[config.mk]
export PLATFORM = sky130hd
export DESIGN_NAME = future_mixcolumn
export DESIGN_NICKNAME = d
export VERILOG_FILES = /design/src/rtl/future_pkg.sv /design/src/rtl/future_gf16_mulc.sv /design/src/rtl/future_mixcolumn.sv
export SDC_FILE = /design/constraint.sdc
export NUM_CORES = 1
export LEC_CHECK = 0
export CORE_MARGIN = 10
export CORE_UTILIZATION = 40
export CTS_CLUSTER_DIAMETER = 30
export DETAILED_ROUTE_END_ITERATION = 8
export PLACE_DENSITY = 0.72
export SYNTH_ARGS = -nofsm -noshare
export SYNTH_HDL_FRONTEND = slang
export SYNTH_SLANG_ARGS = --single-unit
[constraint.sdc]
create_clock -name clk -period 0.8 [get_ports clk]
set_clock_uncertainty 0.15 [all_clocks]
set_input_delay 0.16 -clock clk [delete_from_list [all_inputs] [get_ports clk]]
set_output_delay 0.16 -clock clk [all_outputs]
set_load 0.05 [all_outputs]
[src/rtl/future_pkg.sv]
// Shared GF(2^4) definitions for the FUTURE MixColumns datapath.
// Field is GF(2^4) mod x^4+x+1; the matrix is stored row-major, one nibble per entry.
package future_pkg;

  typedef logic [3:0] nib_t;

  // x^4 folds back to x+1
  localparam nib_t GF_RED = 4'h3;

  // Entry (row i, col j) lives at nibble 4*i+j, so row 0 is the least significant 16 bits.
  localparam logic [63:0] MIX_M = 64'h1899_9832_9923_8198;

  function automatic nib_t gf_xtime(input nib_t v);
    return {v[2:0], 1'b0} ^ (v[3] ? GF_RED : 4'h0);
  endfunction

  function automatic nib_t mix_coef(input int row, input int col);
    return MIX_M[(4*row+col)*4 +: 4];
  endfunction

endpackage

[src/rtl/future_gf16_mulc.sv]
// Combinational multiply of a nibble by a fixed GF(2^4) constant.
// Only the coefficients that appear in the FUTURE matrix are supported.
module future_gf16_mulc
  import future_pkg::*;
#(
  parameter nib_t COEF = 4'h1
) (
  input  nib_t a,
  output nib_t p
);

  nib_t x2;
  nib_t x4;
  nib_t x8;

  always_comb begin
    x2 = gf_xtime(a);
    x4 = gf_xtime(x2);
    x8 = gf_xtime(x4);
    case (COEF)
      4'h1:    p = a;
      4'h2:    p = x2;
      4'h3:    p = x2 ^ a;
      4'h8:    p = x8;
      4'h9:    p = x8 ^ a;
      default: p = 4'h0;
    endcase
  end

endmodule

[src/rtl/future_mixcolumn.sv]
// Single-column FUTURE MixColumns: 4x4 constant matrix over GF(2^4),
// combinational product tree feeding a registered output (1-cycle latency).
module future_mixcolumn
  import future_pkg::*;
(
  input  logic        clk,
  input  logic        rst,
  input  logic        in_valid,
  input  logic [15:0] b,
  output logic        out_valid,
  output logic [15:0] c
);

  nib_t        prod [4][4];
  logic [15:0] y;
  logic [15:0] c_d;
  logic [15:0] c_q;
  logic        out_valid_d;
  logic        out_valid_q;

  for (genvar gi = 0; gi < 4; gi++) begin : g_row
    for (genvar gj = 0; gj < 4; gj++) begin : g_col
      future_gf16_mulc #(
        .COEF(mix_coef(gi, gj))
      ) u_mul (
        .a(b[4*gj +: 4]),
        .p(prod[gi][gj])
      );
    end
    assign y[4*gi +: 4] = prod[gi][0] ^ prod[gi][1] ^ prod[gi][2] ^ prod[gi][3];
  end

  always_comb begin
    c_d         = c_q;
    out_valid_d = in_valid;
    if (in_valid) begin
      c_d = y;
    end
  end

  always_ff @(posedge clk or posedge rst) begin
    if (rst) begin
      c_q         <= 16'h0000;
      out_valid_q <= 1'b0;
    end else begin
      c_q         <= c_d;
      out_valid_q <= out_valid_d;
    end
  end

  assign c         = c_q;
  assign out_valid = out_valid_q;

endmodule

== Word-level counts from Yosys, hierarchy flattened ==
Cells that the tools add are included.

* Output and inout bits: 17
* Input bits: 19
* Word-level logic and storage cells: 44
* Flip-flop bits (word level): 17

* Bitwise logic cells: 30
* Mux-type cells: 12

{| class="wikitable"
|+ Operators by type and width
! cell !! count
|-
| 4-bit bitwise XOR || 30
|-
| 2-bit 2-to-1 mux || 12
|}

== Longest topological paths before layout ==
Gate-level depths: netlist of the first run.

* Word-level depth: 10
* Gate-level depth with buffers: 4
* Gate-level depth less buffers: 4

== Modules after synthesis ==
A second synthesis of the first run with hierarchy kept.

* Cells, all modules: 165
* Area, all modules: 1482.7 sq um

{| class="wikitable"
|+ Modules (own cells, without submodules)
! module !! sequential area each (sq um) !! instances !! cells each !! area each (sq um)
|-
| future_mixcolumn || 425.4 || 1 || 101 || 1004.7
|-
| future_gf16_mulc at g_row[0].g_col[0].u_mul ... || 0.0 || 4 || 4 || 33.8
|-
| future_gf16_mulc at g_row[0].g_col[1].u_mul ... || 0.0 || 6 || 4 || 20.0
|-
| future_gf16_mulc at g_row[1].g_col[0].u_mul ... || 0.0 || 2 || 4 || 50.0
|-
| future_gf16_mulc at g_row[1].g_col[1].u_mul ... || 0.0 || 2 || 4 || 31.3
|-
| future_gf16_mulc at g_row[0].g_col[2].u_mul ... || 0.0 || 2 || 4 || 30.0
|}

== Worst setup path after synthesis of the first run ==
No wires, ideal clock.

* Kind: input -> register
* Start: in in_valid
* End: reg c_q[14], in the netlist c[14]
* Path buffers: 2
* Setup time: 125 ps
* Cell stages on the path: 3
* Required time: 525 ps
* Slack: -551 ps
* Arrival time: 1077 ps
* Path through: buf_1 clkbuf_1 mux2_2

{| class="wikitable"
|+ RTL lines
! element !! line !! text
|-
| start: declaration || future_mixcolumn.sv:8 || <nowiki>input logic in_valid,</nowiki>
|-
| end signal: assignment || future_mixcolumn.sv:43 || <nowiki>c_q <= 16'h0000;</nowiki>
|-
| end signal: assignment || future_mixcolumn.sv:46 || <nowiki>c_q <= c_d;</nowiki>
|-
| end: declaration || future_mixcolumn.sv:17 || <nowiki>logic [15:0] c_q;</nowiki>
|}

No word-level cell between the ends.

== Worst setup path in the final report of the first run ==
* Start: reg c_q[0], in the netlist c[0]
* End: out c[0]

{| class="wikitable"
|+ RTL lines
! element !! line !! text
|-
| end: declaration || future_mixcolumn.sv:11 || <nowiki>output logic [15:0] c</nowiki>
|}

No word-level cell between the ends.

==> results.ini, run 1 <==
[layout]
nets = 180
insertedDiodeCount = 0
final_layout_size_suffix_gt1_frac = 0.7625
regArea_um2 = 446.7
n_fill_cell = 79
area.growth.synth_to_final_pct = 117.8
multi_input_area_um2 = 892.1
instances_no_fill = 190

[worst_setup_path]
cp-end-kind = output pin
required_ps = 490
crit_path_top_delay_cell = dfrtp_2
worstPathCellList = buf_12
cp_top_family = flip-flops
critPathArrivalTime_ps = 940
path_max_fanout = 2
critPathBufInv = 1
crit_type = flop to output pin
critPathLaunchType = flop
max_stage_delay_ps = 460

[pwr]
ir_worst_vdd_v = 0.002324
powerDensity_mw_per_mm2 = 2409
leakagePower_nw = 1.031

[routing]
wl_per_cell_um = 23.78
ant_nets = 0
drt_iter0_drc = 69
vias = 974
firstDrtPassIters = 4
drc = 0
via_per_inst = 5.126
wirelength_um = 4519

[clocking]
cts_tree = done
clock_latency_ps = 310
numCtsBuffers = 3
clk_pin_slew_ps = 110
cts-root-buf = clkbuf_4
clock-sinks = 17
clockBufferDepth = 2
cts-hold-fix-buffers = 0
h-tree-depth = 1

[timing]
timing.slew.headroom = 0.8033
fin_ws_ps = -447.7
whs_ps = 39.90
setup_viol = 33
min_period_ps = 1248
rsz0062_at_grt = yes
setup-tns-final_ps = -10600
finalHoldViolCount = 0
fin_crit_sh = 1.560
slew_violations = 0
max_slew.worst_pin.slew_ps = 292.9
fmaxAchievable_ghz = 0.8015

[die]
die_height_um = 71.44
core_mm2 = 0.002500
die_area_mm2 = 0.005104
io_pins = 36
die_w_um = 71.44
initial_utilization = 0.4234
fp-row-count = 18

[grt]
grt_max_degree = 18
track_usage = 0.1633
grt_pass1_wl_um = 6465
grt_pass1_vias = 1169
grt-ovfl-total = 0
antenna_found_initial = 0

[logic_synthesis]
synth.avg_cell_area_um2 = 11.63
netlist_instances = 91
synth_cell_type_count = 14
netlist_area_mm2 = 0.001059
ys_seq_elements = 17
yosysWarnings = 0
synth_fp_nets = 110
ys_seq_area_frac = 0.4019

[status]
status = finished, violations left
violations = setup timing

[placed_design]
dp.cells = 178
dp_hpwl_um = 2352
routabilityCongestion = 0.7723
pre_cts_ws_ps = -1047
io_buffers = 35

[run]
cap_violations = 0

[min_path]
hold_path.class = primary input to asynchronous set/reset pin

==> layout by cell type (no fill, tap or decap), drive strengths merged <==
master and instances:
a21oi 8, clkbuf 4, clkdlybuf4s50 1, mux2i 2, xor2 5, xnor2 39
dfrtp 17, buf 65, bufbuf 1, mux2 6, inv 3, nor2 8
clkdlybuf4s15 1
==> cell type report <==
class,count,share of cell area
well taps,30,0.01628
inverters,3,0.004883
clock buffers,4,0.01139
flip-flops and latches,17,0.1937
repair buffers,68,0.3869
multi-input cells,68,0.3869
==> timing repair <==
action,in CTS,in global routing
setup buffers,4,4
cloned,1,0
setup endpoints to repair,33,33
hold endpoints to repair,0,0
gates resized for setup,118,17
pin swaps,36,29
==> registers in the layout, summed over array words and instances, names as in the netlist <==
register,flops
c,16
out_valid,1
==> layer usage <==
layer  up-vias  wire length [um]  global-route usage
met2        35              2561              0.3049
met1       495              1604              0.1659
met3        13               188             0.03168
met4         0               165             0.08602
met5         -                 0                   0
li1        431                 -                   -
==> final timing paths <==
check | from | endpoint | slack (ps) | cells past startpoint
worst max-delay path | c[0] | c[0] | -450 | 1
worst min-delay path | rst | c[6] | 40 | 3
max in group asynchronous | rst | c[1] | 310 | 3
worst max register to register | c[8] | c[8] | -250 | 3
min in group clk | b[3] | c[7] | 140 | 4
worst min register to register | c[6] | c[6] | 430 | 1
==> per-stage QoR <==
| stage | power [mW] | instance area, um^2 | utilization |
|---|---|---|---|
| final | 5.556 | 2306 | 0.9224 |
| after floorplan | 2.942 | 1241 | - |
| after CTS | 5.262 | 2217 | 0.8869 |
| after detailed placement | 4.550 | 1988 | 0.7953 |
| after global placement | 4.498 | 1988 | 0.7953 |
| after global routing | 5.718 | 2306 | 0.9224 |
==> Yosys cell counts (all sizes together) <==
cell type | instances | area share
inv | 3 | 0.011
dfrtp | 17 | 0.40
mux2i | 2 | 0.019
xnor2 | 39 | 0.38
nor2 | 8 | 0.028
mux2 | 6 | 0.067
clkbuf | 2 | 0.0071
buf | 1 | 0.0035
a21oi | 8 | 0.038
xor2 | 5 | 0.048
==> kinds of logic after synthesis <==
group / share of synthesized area
simple gates: 0.02837
xor+xnor: 0.4244
mux: 0.08628
compound gates: 0.03783
buf+inv: 0.02128
flops: 0.4019
==> power by group <==
| part | switching (mW) | internal, mW | total, mW |
|---|---|---|---|
| registers | 0.315 | 1.15 | 1.46 |
| logic | 1.69 | 1.89 | 3.59 |
| clock network | 0.313 | 0.195 | 0.508 |
Power figures use the tool's default switching activity.
==> run 2: changes to the inputs <==
Settings changed: PLACE_DENSITY 0.72 to 0.71.
==> results.ini, run 2 (synthesis results as in run 1) <==
[status]
status = finished, violations left
violations = setup timing

[run]
cap_violations = 0

[grt]
grt_pass1_vias = 1080
grt_busiest_layer = met2
grt-ovfl-total = 0
grt_max_degree = 18
grt_pass1_wl_um = 5575
met3_usage = 0.02755
track_usage = 0.1355
met1_usage = 0.1460
antenna_found_initial = 0
use_met2 = 0.2598

[layout]
fin_area_mm2 = 0.002303
area.growth.synth_to_final_pct = 117.6
mostFrequentLayoutCells = buf_4, buf_12, xnor2_2
insertedDiodeCount = 0
regArea_um2 = 445.4
largest_register_ffs = 16
nets = 180
final_common_cell = buf_4
multi_input_area_um2 = 914.6
final_layout_size_suffix_gt1_frac = 0.7688
n_fill_cell = 76

[routing]
drc = 0
firstDrtPassIters = 6
ant_nets = 0
drt_iter0_drc = 29
vias = 909
via_per_inst = 4.784
wl_per_cell_um = 20.14
wirelength_um = 3826

[clocking]
cts-hold-fix-buffers = 0
h-tree-depth = 1
clockBufferDepth = 2
cts-root-buf = clkbuf_4
clock-sinks = 17
clk_pin_slew_ps = 120
numCtsBuffers = 3
cts_tree = done
clock_latency_ps = 280

[worst_setup_path]
r2r_start = c[14]
critPathBufInv = 1
critPathArrivalTime_ps = 910
required_ps = 490
worstPathCellList = buf_12
cp-startpoint = c[0]
crit_path_top_delay_cell = dfrtp_2
cp-end-kind = output pin
critPathLaunchType = flop
max_stage_delay_ps = 450
cp_top_family = flip-flops
path_max_fanout = 2
crit_type = flop to output pin

[timing]
fin_crit_sh = 1.519
min_period_ps = 1215
finalHoldViolCount = 0
max_slew.worst_pin.slew_ps = 316.5
setup_viol = 33
slew_violations = 0
rsz0062_at_grt = yes
fmaxAchievable_ghz = 0.8229
timing.slew.headroom = 0.7875
fin_ws_ps = -415.3
whs_ps = 22.63

[placed_design]
dp_hpwl_um = 2273
place_area_mm2 = 0.001981
routabilityCongestion = 0.7551
io_buffers = 35

[die]
die_w_um = 71.44
die_height_um = 71.44
core_mm2 = 0.002500
fp-row-count = 18
io_pins = 36
die_area_mm2 = 0.005104
initial_utilization = 0.4234

[min_path]
hold_path.class = primary input to asynchronous set/reset pin

[pwr]
leakagePower_nw = 1.030
powerDensity_mw_per_mm2 = 2373
ir_worst_vdd_v = 0.002137

[run 2: path summary, 6_finish.rpt]
kind                             endpoint  slack, ps  depth (start not counted)
worst max-delay path                 c[0]       -420                          1
worst min-delay path            out_valid         20                          3
worst max register to register      c[14]       -190                          1
worst min register to register       c[5]        420                          1
max in group asynchronous           c[11]        320                          3
min in group clk                out_valid        140                          2
[run 2: final cells by class]
type	instances	area share
multi-input combinational	68	0.3971
timing repair buffer	68	0.3764
sequential	17	0.1934
tap	30	0.01630
clock buffer	3	0.009777
inverter	3	0.004889
clock inverter	1	0.002173
[run 2: through the flow]
step	util	TNS [ps]	worst slack (ps)	power, mW	std cells
2_1_floorplan	-	-4380	-387.6	2.942	91
3_3_place_gp	0.7923	-16310	-1010	4.495	177
3_5_place_dp	0.7923	-16920	-1053	4.549	177
4_1_cts	0.8839	-9698	-408.3	5.289	188
5_1_grt	0.9214	-11130	-457.9	5.685	190
6_report	0.9214	-10220	-415.3	5.466	190
[run 2: power by group]
group          total [mW]  switching (mW)  internal (mW)
Sequential           1.42           0.279           1.14
Clock               0.476           0.290          0.186
Combinational        3.57            1.66           1.91
[run 2: metal layers]
layer,wire length (um),part of all wire
met4,89,0.023
met3,207,0.054
met1,1374,0.36
met2,2154,0.56
met5,0,0
[run 2: what timing repair did]
item | in CTS | in global routing
gates resized for setup | 116 | 19
pin swaps | 33 | 21
buffers inserted | 7 | 2
setup endpoints to repair | 33 | 33
==> run 3: changes to the inputs <==
Settings changed: CELL_PAD_IN_SITES_DETAIL_PLACEMENT set to 0, CELL_PAD_IN_SITES_GLOBAL_PLACEMENT set to 2, CORE_UTILIZATION 40 to 25, SLEW_MARGIN set to 20, TNS_END_PERCENT set to 50.
==> results.ini, run 3 (synthesis results as in run 1) <==
[status]
status = finished, violations left
violations = setup timing

[timing]
max_slew.worst_pin.slew_ps = 245.3
rsz0062_at_grt = yes
min_period_ps = 1148
fmaxAchievable_ghz = 0.8714
slew_violations = 0
setup_viol = 33
finalHoldViolCount = 0
timing.slew.headroom = 0.8353
fin_crit_sh = 1.434
setup-tns-final_ps = -8997
fin_ws_ps = -347.6

[layout]
final_layout_size_suffix_gt1_frac = 0.6981
nets = 179
largest_register_ffs = 16
mostFrequentLayoutCells = buf_4, buf_12, xnor2_2
insertedDiodeCount = 0
final_common_cell = buf_4
fin_area_mm2 = 0.002263
area.growth.synth_to_final_pct = 113.8
postLayoutCoreUtil = 0.5578

[clocking]
cts-root-buf = clkbuf_8
clock-sinks = 17
clockBufferDepth = 2
numCtsBuffers = 3
cts-hold-fix-buffers = 0
clk_pin_slew_ps = 70
h-tree-depth = 1
clock_latency_ps = 250
cts_tree = done

[routing]
firstDrtPassIters = 3
wl_per_cell_um = 13.25
ant_nets = 0
drt_iter0_drc = 23
via_per_inst = 3.962
wirelength_um = 2770
vias = 828
drc = 0

[die]
core_mm2 = 0.004058
fp-row-count = 23
die_area_mm2 = 0.007237
initial_utilization = 0.2609
die_height_um = 85.07
io_pins = 36
die_w_um = 85.07

[pwr]
powerDensity_mw_per_mm2 = 2395
netSwitchingPower_mw = 2.087
comb_power_share = 0.625
leakagePower_nw = 1.013
seqPwrFrac = 0.257
p_sw_frac = 0.3850
ir_worst_vdd_v = 0.0006955
internal_power_mw = 3.333
power_frac_clock = 0.118

[placed_design]
routabilityCongestion = 0.7605
dp_hpwl_um = 2310
pre_cts_ws_ps = -1027
place_area_mm2 = 0.002003
io_buffers = 35

[grt]
track_usage = 0.08163
antenna_found_initial = 0
grt_max_degree = 18
grt-ovfl-total = 0
grt_pass1_vias = 987
grt_pass1_wl_um = 4747

[worst_setup_path]
crit_path_top_delay_cell = dfrtp_1
critPathArrivalTime_ps = 840
path_max_fanout = 2
cp_top_family = flip-flops
crit_type = flop to output pin
worstPathCellList = buf_12
max_stage_delay_ps = 420
cp-end-kind = output pin
required_ps = 490
critPathLaunchType = flop
critPathBufInv = 1

[min_path]
hold_path.class = primary input to asynchronous set/reset pin

[run]
cap_violations = 0

==> run 3: per-stage QoR <==
stage,hold WS (ps),power [mW],cells
6_report,63.82,5.420,209
5_1_grt,63.78,5.691,209
4_1_cts,58.22,5.419,205
3_5_place_dp,337.4,4.543,198
3_3_place_gp,338.1,4.508,198
2_1_floorplan,-64.48,2.918,91
==> run 3: area by class of cell <==
class	instances	area [um^2]
Inverter	3	11.26
Tap cell	50	62.56
Multi-Input combinational cell	68	860.8
Timing Repair Buffer	67	848.3
Fill cell	340	1794
Clock buffer	4	45.04
Sequential cell	17	435.4
==> run 3: worst paths after layout <==
kind / endpoint / slack (ps) / startpoint / depth (start not counted)
worst max-delay path: c[15] / -350 / c[15] / 1
worst min-delay path: c[9] / 60 / rst / 3
worst max register to register: c[5] / -290 / c[5] / 2
worst min register to register: c[0] / 410 / c[0] / 1
max in group asynchronous: c[12] / 300 / rst / 3
min in group clk: c[7] / 200 / b[3] / 4
==> run 3: power by group through the flow <==
| stage | clock (mW) | sequential, mW | combinational [mW] |
|---|---|---|---|
| after floorplan | 0 | 2.11 | 0.806 |
| after global routing | 0.712 | 1.42 | 3.56 |
| after CTS | 0.678 | 1.40 | 3.34 |
| final | 0.638 | 1.39 | 3.39 |
| after detailed placement | 0 | 1.41 | 3.13 |
| after global placement | 0 | 1.40 | 3.10 |
==> run 3: metal layers <==
metal / part of all wire / track usage / wire length, um
met3: 0.050 / 0.02103 / 138
met2: 0.58 / 0.1505 / 1613
met1: 0.35 / 0.08077 / 981
met4: 0.013 / 0.04491 / 36
met5: 0 / 0 / 0
==> run 3: what timing repair did <==
action,CTS,global route
pin swaps,35,13
endpoints found under the hold margin,0,0
cloned,1,0
resized for setup,115,3
setup endpoints to repair,33,33
setup buffers,2,4
==> run 3: tightest hold or removal path, cell delays in order <==
cell and delay (ps):
clkdlybuf4s50_1 390, inv_1 90, buf_12 160
